$ cat src/rtl/ai_i2s_pkg.sv
// Shared types and helpers for the I2S receive deserializer.
//   i2s_mode_e  : decoded serial format (I2S / left-justified / right-justified)
//   rx_state_e  : framing FSM states
//   CH_LEFT/RIGHT : channel tags carried with each word
//   decode_mode : maps the 2-bit mode input to i2s_mode_e (11 falls back to I2S)
//   eff_bits    : resolves the runtime word length (0 or oversize -> max width)
package ai_i2s_pkg;

  typedef enum logic [1:0] {
    I2S_STD = 2'b00,
    I2S_LJ  = 2'b01,
    I2S_RJ  = 2'b10
  } i2s_mode_e;

  typedef enum logic [1:0] {
    SYNC  = 2'b00,
    DELAY = 2'b01,
    SHIFT = 2'b10,
    WAIT  = 2'b11
  } rx_state_e;

  localparam logic CH_LEFT  = 1'b0;
  localparam logic CH_RIGHT = 1'b1;

  // Width of the bit counter and of the num_bits input.
  localparam int CNT_W = 6;

  function automatic i2s_mode_e decode_mode(input logic [1:0] m);
    case (m)
      2'b01:   return I2S_LJ;
      2'b10:   return I2S_RJ;
      default: return I2S_STD;
    endcase
  endfunction

  function automatic logic [CNT_W-1:0] eff_bits(input logic [CNT_W-1:0] nb,
                                                input int max_bits);
    if (nb == '0 || int'(nb) > max_bits) return CNT_W'(max_bits);
    return nb;
  endfunction

endpackage

$ cat src/rtl/ai_i2s_rx_fifo.sv
// Small synchronous FIFO holding {ch_id, data} words between the framer and
// the consumer. Head entry is presented combinationally on rdata.
//   clk, rst_n : clock, async active-low reset
//   flush      : synchronous clear of pointers/count (block disabled)
//   push/wdata : write request; accepted when not full, or full with a pop
//   pop        : remove head (ignored when empty)
//   rdata      : head entry (contents undefined while empty)
//   full/empty : occupancy flags
module ai_i2s_rx_fifo
  import ai_i2s_pkg::*;
#(
  parameter int WIDTH = 33,
  parameter int DEPTH = 4
) (
  input  logic             clk,
  input  logic             rst_n,
  input  logic             flush,
  input  logic             push,
  input  logic [WIDTH-1:0] wdata,
  input  logic             pop,
  output logic [WIDTH-1:0] rdata,
  output logic             full,
  output logic             empty
);

  localparam int AW = (DEPTH > 1) ? $clog2(DEPTH) : 1;

  logic [WIDTH-1:0] mem [DEPTH];
  logic [AW-1:0]    wr_ptr;
  logic [AW-1:0]    rd_ptr;
  logic [AW:0]      count;
  logic             do_push;
  logic             do_pop;

  assign full    = (count == (AW+1)'(DEPTH));
  assign empty   = (count == '0);
  assign do_pop  = pop && !empty;
  // A pop in the same cycle frees the slot, so a full FIFO still accepts.
  assign do_push = push && (!full || do_pop);
  assign rdata   = mem[rd_ptr];

  // NOTE: the storage array has no reset; only pointers/count do. Stale
  // contents are never observable because the head is gated by empty.
  always_ff @(posedge clk) begin
    if (do_push) mem[wr_ptr] <= wdata;
  end

  always_ff @(posedge clk or negedge rst_n) begin
    if (!rst_n) begin
      wr_ptr <= '0;
      rd_ptr <= '0;
      count  <= '0;
    end else if (flush) begin
      wr_ptr <= '0;
      rd_ptr <= '0;
      count  <= '0;
    end else begin
      // DEPTH is a power of two, so the pointers wrap naturally.
      if (do_push) wr_ptr <= wr_ptr + 1'b1;
      if (do_pop)  rd_ptr <= rd_ptr + 1'b1;
      case ({do_push, do_pop})
        2'b10:   count <= count + 1'b1;
        2'b01:   count <= count - 1'b1;
        default: count <= count;
      endcase
    end
  end

endmodule

$ cat src/rtl/ai_i2s_frame_deserializer.sv
// Stereo I2S receive deserializer. Samples sd/ws on clk_en strobes, frames
// words on WS edges in I2S, left-justified or right-justified format, tags
// each word with its channel and queues it for a valid/ready consumer.
//   clk, rst_n  : clock, async active-low reset
//   enable      : low flushes all state and returns the framer to SYNC
//   clk_en      : one-cycle strobe at the SCK sampling edge
//   sd, ws      : synchronised serial data / word select (0 = left)
//   mode        : 00 I2S, 01 LJ, 10 RJ, 11 I2S
//   num_bits    : word length, 0 or > DATA_WIDTH means DATA_WIDTH
//   data_out    : right-aligned word at FIFO head (0 when empty)
//   ch_id       : channel of data_out
//   valid/ready : output handshake
//   overflow    : sticky, a word was dropped on a full FIFO
//   frame_err   : sticky, WS edge before num_bits collected (I2S/LJ)
// DATA_WIDTH must fit the 6-bit counter (2..63).
module ai_i2s_frame_deserializer
  import ai_i2s_pkg::*;
#(
  parameter int DATA_WIDTH = 32,
  parameter int FIFO_DEPTH = 4
) (
  input  logic                  clk,
  input  logic                  rst_n,
  input  logic                  enable,
  input  logic                  clk_en,
  input  logic                  sd,
  input  logic                  ws,
  input  logic [1:0]            mode,
  input  logic [CNT_W-1:0]      num_bits,
  output logic [DATA_WIDTH-1:0] data_out,
  output logic                  ch_id,
  output logic                  valid,
  input  logic                  ready,
  output logic                  overflow,
  output logic                  frame_err
);

  rx_state_e             state;
  i2s_mode_e             mode_q;
  logic [CNT_W-1:0]      nbits_q;
  logic [CNT_W-1:0]      bit_cnt;
  logic [DATA_WIDTH-1:0] shreg;
  logic                  ch_q;
  logic                  ws_prev;
  logic                  ws_seen;   // ws_prev holds a real sample

  i2s_mode_e             mode_sel;
  logic [CNT_W-1:0]      bits_sel;
  logic                  ws_edge;
  logic [DATA_WIDTH-1:0] sh_next;
  logic [DATA_WIDTH-1:0] first_word;
  logic                  restart;
  logic                  lj_first;
  logic                  dly_first;
  logic                  shift_done;
  logic                  rj_cap;
  logic                  cap_push;
  logic [DATA_WIDTH-1:0] cap_data;
  logic                  cap_ch;

  logic                  fifo_full;
  logic                  fifo_empty;
  logic                  fifo_pop;
  logic [DATA_WIDTH:0]   fifo_head;

  function automatic logic [DATA_WIDTH-1:0] low_mask(input logic [CNT_W-1:0] n);
    logic [DATA_WIDTH-1:0] m;
    m = '0;
    for (int i = 0; i < DATA_WIDTH; i++) begin
      if (i < int'(n)) m[i] = 1'b1;
    end
    return m;
  endfunction

  // NOTE: every always_comb output gets a default first so no path leaves a
  // signal unassigned, which would otherwise infer a latch.
  always_comb begin
    // While in SYNC the live inputs apply; they are latched on SYNC exit.
    mode_sel   = (state == SYNC) ? decode_mode(mode) : mode_q;
    bits_sel   = (state == SYNC) ? eff_bits(num_bits, DATA_WIDTH) : nbits_q;
    ws_edge    = ws_seen && (ws != ws_prev);
    sh_next    = {shreg[DATA_WIDTH-2:0], sd};
    first_word = DATA_WIDTH'(sd);

    // A WS edge that (re)starts a word. RJ in SHIFT captures instead.
    restart    = clk_en && ws_edge &&
                 (state == SYNC || state == WAIT ||
                  (state == SHIFT && mode_sel != I2S_RJ));
    // The LJ edge bit is the MSB; in I2S the edge bit is the delay slot, so
    // the MSB is the first strobe seen in DELAY.
    lj_first   = restart && (mode_sel == I2S_LJ);
    dly_first  = clk_en && !ws_edge && (state == DELAY);
    shift_done = clk_en && !ws_edge && (state == SHIFT) &&
                 (mode_sel != I2S_RJ) && (bit_cnt + 1'b1 == bits_sel);
    rj_cap     = clk_en && ws_edge && (state == SHIFT) && (mode_sel == I2S_RJ);

    cap_push = 1'b0;
    cap_data = '0;
    cap_ch   = ch_q;
    if (enable) begin
      if (rj_cap) begin
        // Word ended with the bit sampled on the previous strobe.
        cap_push = 1'b1;
        cap_data = shreg & low_mask(bits_sel);
        cap_ch   = ws_prev;
      end else if (shift_done) begin
        cap_push = 1'b1;
        cap_data = sh_next & low_mask(bits_sel);
      end else if ((lj_first || dly_first) && bits_sel == CNT_W'(1)) begin
        cap_push = 1'b1;
        cap_data = first_word;
        cap_ch   = lj_first ? ws : ch_q;
      end
    end
  end

  // NOTE: sequential state uses non-blocking assignments only, so every
  // register samples pre-edge values regardless of statement order.
  always_ff @(posedge clk or negedge rst_n) begin
    if (!rst_n) begin
      state     <= SYNC;
      mode_q    <= I2S_STD;
      nbits_q   <= '0;
      bit_cnt   <= '0;
      shreg     <= '0;
      ch_q      <= CH_LEFT;
      ws_prev   <= 1'b0;
      ws_seen   <= 1'b0;
      overflow  <= 1'b0;
      frame_err <= 1'b0;
    end else if (!enable) begin
      state     <= SYNC;
      mode_q    <= I2S_STD;
      nbits_q   <= '0;
      bit_cnt   <= '0;
      shreg     <= '0;
      ch_q      <= CH_LEFT;
      ws_prev   <= 1'b0;
      ws_seen   <= 1'b0;
      overflow  <= 1'b0;
      frame_err <= 1'b0;
    end else begin
      if (cap_push && fifo_full && !fifo_pop) overflow <= 1'b1;

      if (clk_en) begin
        ws_prev <= ws;
        ws_seen <= 1'b1;

        if (restart) begin
          if (state == SYNC) begin
            mode_q  <= mode_sel;
            nbits_q <= bits_sel;
          end
          if (state == SHIFT) frame_err <= 1'b1;  // partial word discarded
          ch_q <= ws;
          case (mode_sel)
            I2S_LJ: begin
              shreg   <= first_word;
              bit_cnt <= CNT_W'(1);
              state   <= (bits_sel == CNT_W'(1)) ? WAIT : SHIFT;
            end
            I2S_RJ: begin
              shreg   <= first_word;
              bit_cnt <= '0;
              state   <= SHIFT;
            end
            default: begin
              shreg   <= '0;
              bit_cnt <= '0;
              state   <= DELAY;
            end
          endcase
        end else begin
          case (state)
            DELAY: begin
              if (ws_edge) begin
                ch_q <= ws;
              end else begin
                shreg   <= first_word;
                bit_cnt <= CNT_W'(1);
                state   <= (bits_sel == CNT_W'(1)) ? WAIT : SHIFT;
              end
            end
            SHIFT: begin
              shreg <= sh_next;
              if (mode_q == I2S_RJ) begin
                if (ws_edge)              bit_cnt <= '0;
                else if (bit_cnt != '1)   bit_cnt <= bit_cnt + 1'b1;
              end else begin
                bit_cnt <= bit_cnt + 1'b1;
                if (shift_done) state <= WAIT;
              end
            end
            default: ;  // SYNC / WAIT: ignore bits until a WS edge
          endcase
        end
      end
    end
  end

  assign fifo_pop = ready && !fifo_empty;

  ai_i2s_rx_fifo #(
    .WIDTH (DATA_WIDTH + 1),
    .DEPTH (FIFO_DEPTH)
  ) u_fifo (
    .clk   (clk),
    .rst_n (rst_n),
    .flush (!enable),
    .push  (cap_push),
    .wdata ({cap_ch, cap_data}),
    .pop   (fifo_pop),
    .rdata (fifo_head),
    .full  (fifo_full),
    .empty (fifo_empty)
  );

  assign valid    = !fifo_empty;
  assign data_out = fifo_empty ? '0 : fifo_head[DATA_WIDTH-1:0];
  assign ch_id    = fifo_empty ? CH_LEFT : fifo_head[DATA_WIDTH];

endmodule

$ cat config.mk
export PLATFORM = sky130hd
export DESIGN_NAME = ai_i2s_frame_deserializer
export DESIGN_NICKNAME = d
export VERILOG_FILES = /design/src/rtl/ai_i2s_pkg.sv /design/src/rtl/ai_i2s_rx_fifo.sv /design/src/rtl/ai_i2s_frame_deserializer.sv
export SDC_FILE = /design/constraint.sdc
export NUM_CORES = 1
export LEC_CHECK = 0
export ABC_CLOCK_PERIOD_IN_PS = 13400
export CAP_MARGIN = 20
export CORE_MARGIN = 3
export CORE_UTILIZATION = 29
export DETAILED_ROUTE_END_ITERATION = 12
export GPL_ROUTABILITY_DRIVEN = 0
export HOLD_SLACK_MARGIN = 0.08
export PLACE_DENSITY = 0.52
export SETUP_SLACK_MARGIN = 0.15
export SLEW_MARGIN = 20
export SYNTH_ARGS = -nofsm -noshare
export SYNTH_HDL_FRONTEND = slang
export SYNTH_SLANG_ARGS = --single-unit
$ cat constraint.sdc
create_clock -name clk -period 13.4 [get_ports clk]
set_input_delay 4.02 -clock clk [delete_from_list [all_inputs] [get_ports clk]]
set_output_delay 4.02 -clock clk [all_outputs]
set_load 0.005 [all_outputs]
After elaboration in Yosys (flattened, before gate mapping)
Memory sizes are Yosys's and may differ from the RTL's.
Index checks and enable logic that the tools add are counted.
{"block": "totals", "register_bits": 60, "ram_bits": 132, "in_bits": 15, "output_inout_bits": 36, "word_cells": 390, "n_memories": 1}
{"block": "classes", "add_sub_neg": 5, "magnitude_cmp": 33, "eq_ne": 31, "muxes": 268, "bitwise": 2, "reduce_logical": 37}
{"memory": "u_fifo.mem", "depth": 4, "width": 33, "rd": 1, "rd_ports_with_merged_regs": 0, "write_ports": 1, "line_no": "ai_i2s_rx_fifo.sv:28", "rtl": "logic [WIDTH-1:0] mem [DEPTH];"}
{"op": "2-to-1 mux 32 bit", "count": 8}
{"op": "2-to-1 mux 1 bit", "count": 224}
{"op": "less-than comparator 5 x 6 -> 1 bit (first input constant)", "count": 16}
{"op": "2-to-1 mux 6 bit", "count": 14}
{"op": "AND 32 bit", "count": 2}
{"op": "one-hot mux 32 bit (2 select lines)", "count": 1}
{"op": "less-than comparator 4 x 6 -> 1 bit (first input constant)", "count": 8}
{"op": "2-to-1 mux 2 bit", "count": 15}
{"op": "less-than comparator 3 x 6 -> 1 bit (first input constant)", "count": 4}
{"op": "logical AND 1 bit", "count": 18}
{"op": "!= test 2 x 1 -> 1 bit (second input constant)", "count": 7}
{"op": "== test 2 bit (second input constant)", "count": 6}
{"op": "less-than comparator 1 x 6 -> 1 bit (first input constant)", "count": 2}
{"op": "less-than comparator 2 x 6 -> 1 bit (first input constant)", "count": 2}
{"op": "!= test 4 bit (second input constant)", "count": 3}
{"op": "one-hot mux 2 bit (2 select lines)", "count": 3}
{"op": "one-hot mux 6 bit (2 select lines)", "count": 1}
{"op": "AND reduction 3 bit", "count": 4}
{"op": "!= test 3 x 1 -> 1 bit (second input constant)", "count": 3}
{"op": "== test 2 x 1 -> 1 bit (second input constant)", "count": 4}
{"op": "adder 6 x 1 -> 6 bit (second input constant)", "count": 1}
{"op": "== test 6 x 1 -> 1 bit (second input constant)", "count": 1}
{"op": "== test 6 bit", "count": 1}
{"op": "greater-than comparator 6 bit (second input constant)", "count": 1}
{"op": "other kinds (19)", "count": 27}

Logic depth before layout (Yosys ltp)
{"block": "logic_depth", "ltp_word": 18, "mapped_depth": 22, "mapped_depth_nobuf": 17}

Hierarchy
From an unflattened synthesis, not the netlist that was laid out.
{"block": "hier_totals", "hier_cells": 663, "area_unflattened_um2": 9077.5}
{"module": "ai_i2s_rx_fifo", "n_inst": 1, "cells_per_inst": 236, "area_per_inst_um2": 5318.9, "seq_area_each_um2": 4139.0}
{"module": "ai_i2s_frame_deserializer", "n_inst": 1, "cells_per_inst": 427, "area_per_inst_um2": 3758.6, "seq_area_each_um2": 1326.3}

Least setup slack after synthesis
OpenSTA, ideal clock, no wires.
{"block": "synth_path", "kind": "input port to flip-flop", "startpoint": "input port num_bits[1]", "endpoint": "memory u_fifo.mem[0][0], enable pin", "setup_time_ps": 423, "arrival_time_ps": 7304, "t_required_ps": 12977, "path_slack_ps": 5673, "stages": 9, "path_buffers": 1, "cell_sequence": "or4b_4 > o21ai_4 > a21o_1 > nand4_1 > nor4_4 > or2_1 > buf_4 > nand3b_1 > nor2_1"}
{"block": "synth_between", "elab_chain_len": 14, "elab_cells_between_ends": 17, "classes_between": "order compare (1); eq/ne (2); mux (9); reduce/logical (5)"}
{"item": "from (decl)", "line_no": "ai_i2s_frame_deserializer.sv:29", "rtl": "input logic [CNT_W-1:0] num_bits,"}
{"item": "greater-than comparator 6 bit or logical NOT 6 bit (tied branches)", "line_no": "ai_i2s_pkg.sv:38", "rtl": "if (nb == '0 || int'(nb) > max_bits) return CNT_W'(max_bits);"}
{"item": "logical OR 1 bit", "line_no": "ai_i2s_pkg.sv:38"}
{"item": "2-to-1 mux 1 bit", "line_no": "ai_i2s_pkg.sv:38"}
{"item": "2-to-1 mux 6 bit (*)", "line_no": "ai_i2s_pkg.sv:39", "rtl": "return nb;"}
{"item": "2-to-1 mux 6 bit (*)", "line_no": "ai_i2s_frame_deserializer.sv:80", "rtl": "bits_sel = (state == SYNC) ? eff_bits(num_bits, DATA_WIDTH) : nbits_q;"}
{"item": "== test 6 x 1 -> 1 bit", "line_no": "ai_i2s_frame_deserializer.sv:109", "rtl": "end else if ((lj_first || dly_first) && bits_sel == CNT_W'(1)) begin"}
{"item": "logical AND 1 bit", "line_no": "ai_i2s_frame_deserializer.sv:109"}
{"item": "2-to-1 mux 1 bit", "line_no": "ai_i2s_frame_deserializer.sv:109"}
{"item": "2-to-1 mux 1 bit (*)", "line_no": "ai_i2s_frame_deserializer.sv:106", "rtl": "end else if (shift_done) begin"}
{"item": "2-to-1 mux 1 bit (*)", "line_no": "ai_i2s_frame_deserializer.sv:101", "rtl": "if (rj_cap) begin"}
{"item": "2-to-1 mux 1 bit (*)", "line_no": "ai_i2s_frame_deserializer.sv:100", "rtl": "if (enable) begin"}
{"item": "logical AND 1 bit (*)", "line_no": "ai_i2s_rx_fifo.sv:39", "rtl": "assign do_push = push && (!full || do_pop);"}
{"item": "2-to-1 mux 1 bit (*)", "line_no": "ai_i2s_rx_fifo.sv:45", "rtl": "if (do_push) mem[wr_ptr] <= wdata;"}
{"item": "2-to-1 mux 1 bit (implied by the code) (*)", "line_no": "ai_i2s_rx_fifo.sv:45"}
{"item": "to (decl)", "line_no": "ai_i2s_rx_fifo.sv:28"}
Every way passes the cells marked *; elsewhere a longest branch is shown, timed or not.

Worst setup path after layout
{"block": "layout_path", "startpoint": "input port mode[1]", "endpoint": "memory u_fifo.mem[1][17], enable pin"}
{"block": "layout_between", "elab_chain_len": 17, "elab_cells_between_ends": 23, "classes_between": "eq/ne (5); mux (8); reduce/logical (10)"}
{"item": "from (decl)", "line_no": "ai_i2s_frame_deserializer.sv:28", "rtl": "input logic [1:0] mode,"}
{"item": "== test 2 bit or == test 2 x 1 -> 1 bit (tied branches)", "line_no": "ai_i2s_pkg.sv:29", "rtl": "case (m)"}
{"item": "one-hot mux 2 bit (2 select lines) (*)", "line_no": "ai_i2s_pkg.sv:29"}
{"item": "2-to-1 mux 2 bit (*)", "line_no": "ai_i2s_frame_deserializer.sv:79", "rtl": "mode_sel = (state == SYNC) ? decode_mode(mode) : mode_q;"}
{"item": "!= test 2 bit", "line_no": "ai_i2s_frame_deserializer.sv:88, ai_i2s_frame_deserializer.sv:94"}
{"item": "logical AND 1 bit", "line_no": "ai_i2s_frame_deserializer.sv:88", "rtl": "(state == SHIFT && mode_sel != I2S_RJ));"}
{"item": "logical OR 1 bit", "line_no": "ai_i2s_frame_deserializer.sv:87", "rtl": "(state == SYNC || state == WAIT ||"}
{"item": "logical AND 1 bit", "line_no": "ai_i2s_frame_deserializer.sv:86", "rtl": "restart = clk_en && ws_edge &&"}
{"item": "logical AND 1 bit", "line_no": "ai_i2s_frame_deserializer.sv:91", "rtl": "lj_first = restart && (mode_sel == I2S_LJ);"}
{"item": "logical OR 1 bit", "line_no": "ai_i2s_frame_deserializer.sv:109"}
{"item": "logical AND 1 bit", "line_no": "ai_i2s_frame_deserializer.sv:109"}
{"item": "2-to-1 mux 1 bit", "line_no": "ai_i2s_frame_deserializer.sv:109"}
{"item": "2-to-1 mux 1 bit", "line_no": "ai_i2s_frame_deserializer.sv:106"}
{"item": "2-to-1 mux 1 bit (*)", "line_no": "ai_i2s_frame_deserializer.sv:101"}
{"item": "2-to-1 mux 1 bit (*)", "line_no": "ai_i2s_frame_deserializer.sv:100"}
{"item": "logical AND 1 bit (*)", "line_no": "ai_i2s_rx_fifo.sv:39"}
{"item": "2-to-1 mux 1 bit (*)", "line_no": "ai_i2s_rx_fifo.sv:45"}
{"item": "2-to-1 mux 1 bit (implied by the code) (*)", "line_no": "ai_i2s_rx_fifo.sv:45"}
Marks and branches as above.

==> results list <==
* Setup Crit Path Kind: input pin to register
* Number of nets with antenna violations after routing: 0
- The number of nets handed over by synthesis was 784.
- The die covers 0.0338 mm².
- Switching pwr: 0.501 mW
* # H-tree levels: 4
- Combinational share of power: 23.3%
- Setup violations remaining at the end of the flow were counted as 0.
- Count of placed standard cells in the final layout, fillers left out: 1200
- Mapped cell area: 0.00917 mm²
- Clock Latency Late Sink: 440 ps
- Once the floorplan was initialized, standard cells occupied 29.7% of the core.
- No sink is reached through more buffers than the 2 on the longest clock path.
- Inserted Diodes: 0
- The final max-slew violation count is 0.
- The flow ran to the end, and the final reports show no timing, DRC or antenna violations.
- For the final routed database, the setup TNS stands at 0 ps.
- TritonCTS clock tree: yes
- In the synthesized netlist the dominant register cell turns out to be sky130_fd_sc_hd__edfxtp_1.
- Maximum number of pins on one net before global-route repair: 61
- Number of global-route vias before repair: 5748
* Startpoint type of the worst setup path: input pin
- Number of instances in the synthesized netlist: 758
- Routed length per instance: 17.2 µm
- The number of setup buffers added after CTS is 0.
* Cell internal pwr: 1.04 mW
- After detailed routing, the total wire length is 20.6 mm.
- Dividing total power by cell area gives a power density of 144 mW/mm².
* Final setup margin: 5520 ps
* Number of DRC markers after the initial detailed-route iteration: 438
- Static timing analysis puts the maximum clock frequency at 127 MHz.
- End-of-flow core utilization: 34.7%
* Clock net sink count: 192
* Data required time of the critical path: 13450 ps
* Share of async-settable or async-resettable flops after synthesis: 31.3%
* Y dimension of the die: 184 µm
* Library cell with the largest summed area after synthesis: sky130_fd_sc_hd__edfxtp_1
- Dividing the final minimum period by the clock period gives 58.8%.
- Master cell of the clock root buffer: sky130_fd_sc_hd__clkbuf_16
* Clock-pin slew on the worst setup and hold paths: 80 ps
* Nets: 817
* Hold-fix buffers, CTS: 0
- Floorplan Core Area: 0.0309 mm²
- Post-DR vias/cell: 4.93
* Post-synth top cells: sky130_fd_sc_hd__edfxtp_1 (132), sky130_fd_sc_hd__nand2_1 (132), sky130_fd_sc_hd__dfrtp_1 (60)
* Syn_area_per_cell: 12.1 µm²
- Synthesis-to-finish area growth: 16.9%
* Fin area: 0.0107 mm²
- Counting the buffers created by CTS gives 17.
- Register share of total power: 42.6%
- Buffers on Ports: 50
- The path class of the tightest hold or removal check is register to register.
- After filler insertion, the fill cell instance count of the layout stands at 3016.
- For this run, design rule violations remaining after detail routing come to 0.
- Share of the yosys chip area belonging to registers: 59.6%
- Portion of total power attributed to the clock network: 34.2%
- Timing analysis after detailed placement gives a worst setup slack of 5000 ps.
* Overall via count from detail_route: 5918
- Setup repair after global routing left no endpoint under its margin.
- The first detailed-routing pass ran for 5 iterations.
* Final Hold Viols: 0
- Global routing consumed, over all layers together, 12.6% of the routing resources.
* Top Ports: 51
- Net switching is 32.4% of the power.
* Leftover overflow at the end of global routing: 0
- Data on the critical path arrives at its endpoint at 7930 ps.
- Synth warnings: 0
- Resize count post-CTS: 0
- Top fanout value on the critical path: 33
* Area fraction of the dominant cell type after synthesis: 43.2%
- Max-cap check violation count: 0
- Top cells by area in the synthesized netlist: sky130_fd_sc_hd__edfxtp_1 (43%), sky130_fd_sc_hd__dfrtp_1 (16%), sky130_fd_sc_hd__mux4_2 (8.1%)
- The number of antenna violations at the first check in global routing came to 0.
* Kind of end point of the critical path: register
* Post-layout minimum cycle time: 7880 ps
- Total cell area at the placement stage: 0.0101 mm²
- Final HPWL from detailed placement: 13.3 mm
- Cell row count: 64
- The first global-routing pass estimated 33.1 mm of wire.
* Worst setup skew after layout: 14.6 ps
- Number of synthesized flops with an enable pin: 132
- In the final layout, the share of cells above drive strength 1 is 12.6%.
* Worst slew pin tran: 1060 ps
- The analysis attributes to cell leakage a power of 4.03 nW.
- Register bit total from synthesis: 192
- Measured against its own limit, the worst slew margin works out to 29.4%.
- IR analysis of the VDD net gives a maximum drop of 0.0781 mV.
- In this run, placement finished with an instance count of 1168.
- From left edge to right edge, the die measures 184 µm.
* Number of library cell types mapped by synthesis: 62
[routing by layer]
| layer | routed length (µm) | share of wire (%) | up-vias | global-route usage (%) |
|---|---|---|---|---|
| li1 | - | - | 2828 | - |
| met1 | 10400 | 50 | 2950 | 19.2 |
| met2 | 9050 | 44 | 123 | 18.4 |
| met3 | 960 | 4.7 | 17 | 2.53 |
| met4 | 234 | 1.1 | 0 | 2.96 |
| met5 | 0 | 0 | - | 0 |
[registers in the layout, indices dropped and copies added (netlist names), 2 cells and up]
register and count:
nbits_q 6, u_fifo.count 3, u_fifo.mem 132, u_fifo.rd_ptr 2
mode_q 2, state 2, bit_cnt 6, u_fifo.wr_ptr 2
shreg 32
[stage by stage]
step,hold slack [ps],total power [mW]
2_1_floorplan,439,0.917
3_3_place_gp,455,1.04
3_5_place_dp,458,1.04
4_1_cts,478,1.57
5_1_grt,511,1.63
6_report,481,1.54
[cells in the final DEF, fill, tap and decap left out, types with 4 or more instances in the layout]
cell / netlist / routed
sky130_fd_sc_hd__clkbuf_16: 0 / 17
sky130_fd_sc_hd__buf_4: 1 / 11
sky130_fd_sc_hd__mux4_2: 33 / 33
sky130_fd_sc_hd__ha_1: 10 / 10
sky130_fd_sc_hd__a21boi_0: 4 / 4
sky130_fd_sc_hd__nor2b_1: 45 / 45
sky130_fd_sc_hd__clkdlybuf4s50_1: 0 / 49
sky130_fd_sc_hd__nand2b_1: 8 / 8
sky130_fd_sc_hd__o21ai_0: 13 / 13
sky130_fd_sc_hd__nor2_1: 49 / 43
sky130_fd_sc_hd__nor4_1: 13 / 13
sky130_fd_sc_hd__dfrtp_1: 60 / 59
sky130_fd_sc_hd__nand3b_1: 4 / 4
sky130_fd_sc_hd__inv_1: 22 / 22
sky130_fd_sc_hd__a31oi_1: 7 / 7
sky130_fd_sc_hd__or3_1: 5 / 5
sky130_fd_sc_hd__nand3_1: 41 / 41
sky130_fd_sc_hd__nor2_4: 0 / 4
sky130_fd_sc_hd__or2_2: 5 / 5
sky130_fd_sc_hd__mux2i_1: 15 / 15
sky130_fd_sc_hd__o22ai_1: 4 / 4
sky130_fd_sc_hd__edfxtp_1: 132 / 132
sky130_fd_sc_hd__a221oi_1: 9 / 9
sky130_fd_sc_hd__xnor2_1: 5 / 5
sky130_fd_sc_hd__nor3_1: 11 / 10
sky130_fd_sc_hd__o211a_1: 4 / 4
sky130_fd_sc_hd__and2_1: 7 / 7
sky130_fd_sc_hd__xor2_1: 5 / 5
sky130_fd_sc_hd__clkinv_8: 0 / 5
sky130_fd_sc_hd__a21oi_1: 26 / 26
sky130_fd_sc_hd__nand2_1: 132 / 132
[cell type report]
cell class | instances | area, µm² | share of cell area (%)
clock buffer | 17 | 425 | 3.97
clock inverter | 15 | 196 | 1.83
inverter | 22 | 82.6 | 0.771
multi-input combinational | 497 | 3470 | 32.4
sequential | 192 | 5470 | 51.0
tap | 396 | 495 | 4.62
timing repair buffer | 61 | 578 | 5.39
[cell families (layout without fill, tap and decap cells)]
logic type / count (synthesis) / after routing / synth area share [%]
fa+ha+maj: 11 / 11 / 1.58
buf+inv: 69 / 115 / 2.97
simple gates: 331 / 331 / 17.4
xor+xnor: 10 / 10 / 0.955
mux: 49 / 49 / 9.86
flops: 192 / 192 / 59.6
compound gates: 96 / 96 / 7.61
[path summary, 6_finish.rpt]
path | startpoint | endpoint | slack, ps | cells past startpoint
max | mode[1] | u_fifo.mem[1][17]$_DFFE_PP_ | 5520 | 11
min | shreg[31]$_DFFE_PN0P_ | shreg[31]$_DFFE_PN0P_ | 480 | 2
max reg2reg | state[0]$_DFFE_PN0P_ | u_fifo.mem[1][17]$_DFFE_PP_ | 8620 | 13
min reg2reg | shreg[31]$_DFFE_PN0P_ | shreg[31]$_DFFE_PN0P_ | 480 | 2
max in group asynchronous | rst_n | u_fifo.rd_ptr[0]$_DFFE_PN0P_ | 9010 | 2
min in group asynchronous | rst_n | nbits_q[5]$_DFFE_PN0P_ | 3750 | 2
[power groups by stage]
stage	Combinational [mW]	Clock, mW	Sequential [mW]
2_1_floorplan	0.252	0	0.665
3_3_place_gp	0.366	0	0.671
3_5_place_dp	0.366	0	0.671
4_1_cts	0.367	0.541	0.658
5_1_grt	0.402	0.564	0.660
6_report	0.359	0.528	0.658
[critical path: stages]
cell                              delay, ps
sky130_fd_sc_hd__clkdlybuf4s50_1        410
sky130_fd_sc_hd__nand3b_1               160
sky130_fd_sc_hd__o21ai_0                130
sky130_fd_sc_hd__inv_1                   90
sky130_fd_sc_hd__ha_1                   250
sky130_fd_sc_hd__nor4_1                 420
sky130_fd_sc_hd__nand4_1                230
sky130_fd_sc_hd__nor4_4                 550
sky130_fd_sc_hd__or2_1                  360
sky130_fd_sc_hd__nand3b_1               370
sky130_fd_sc_hd__nor2_4                 920
Note: power is estimated with default switching activity, not from simulation.
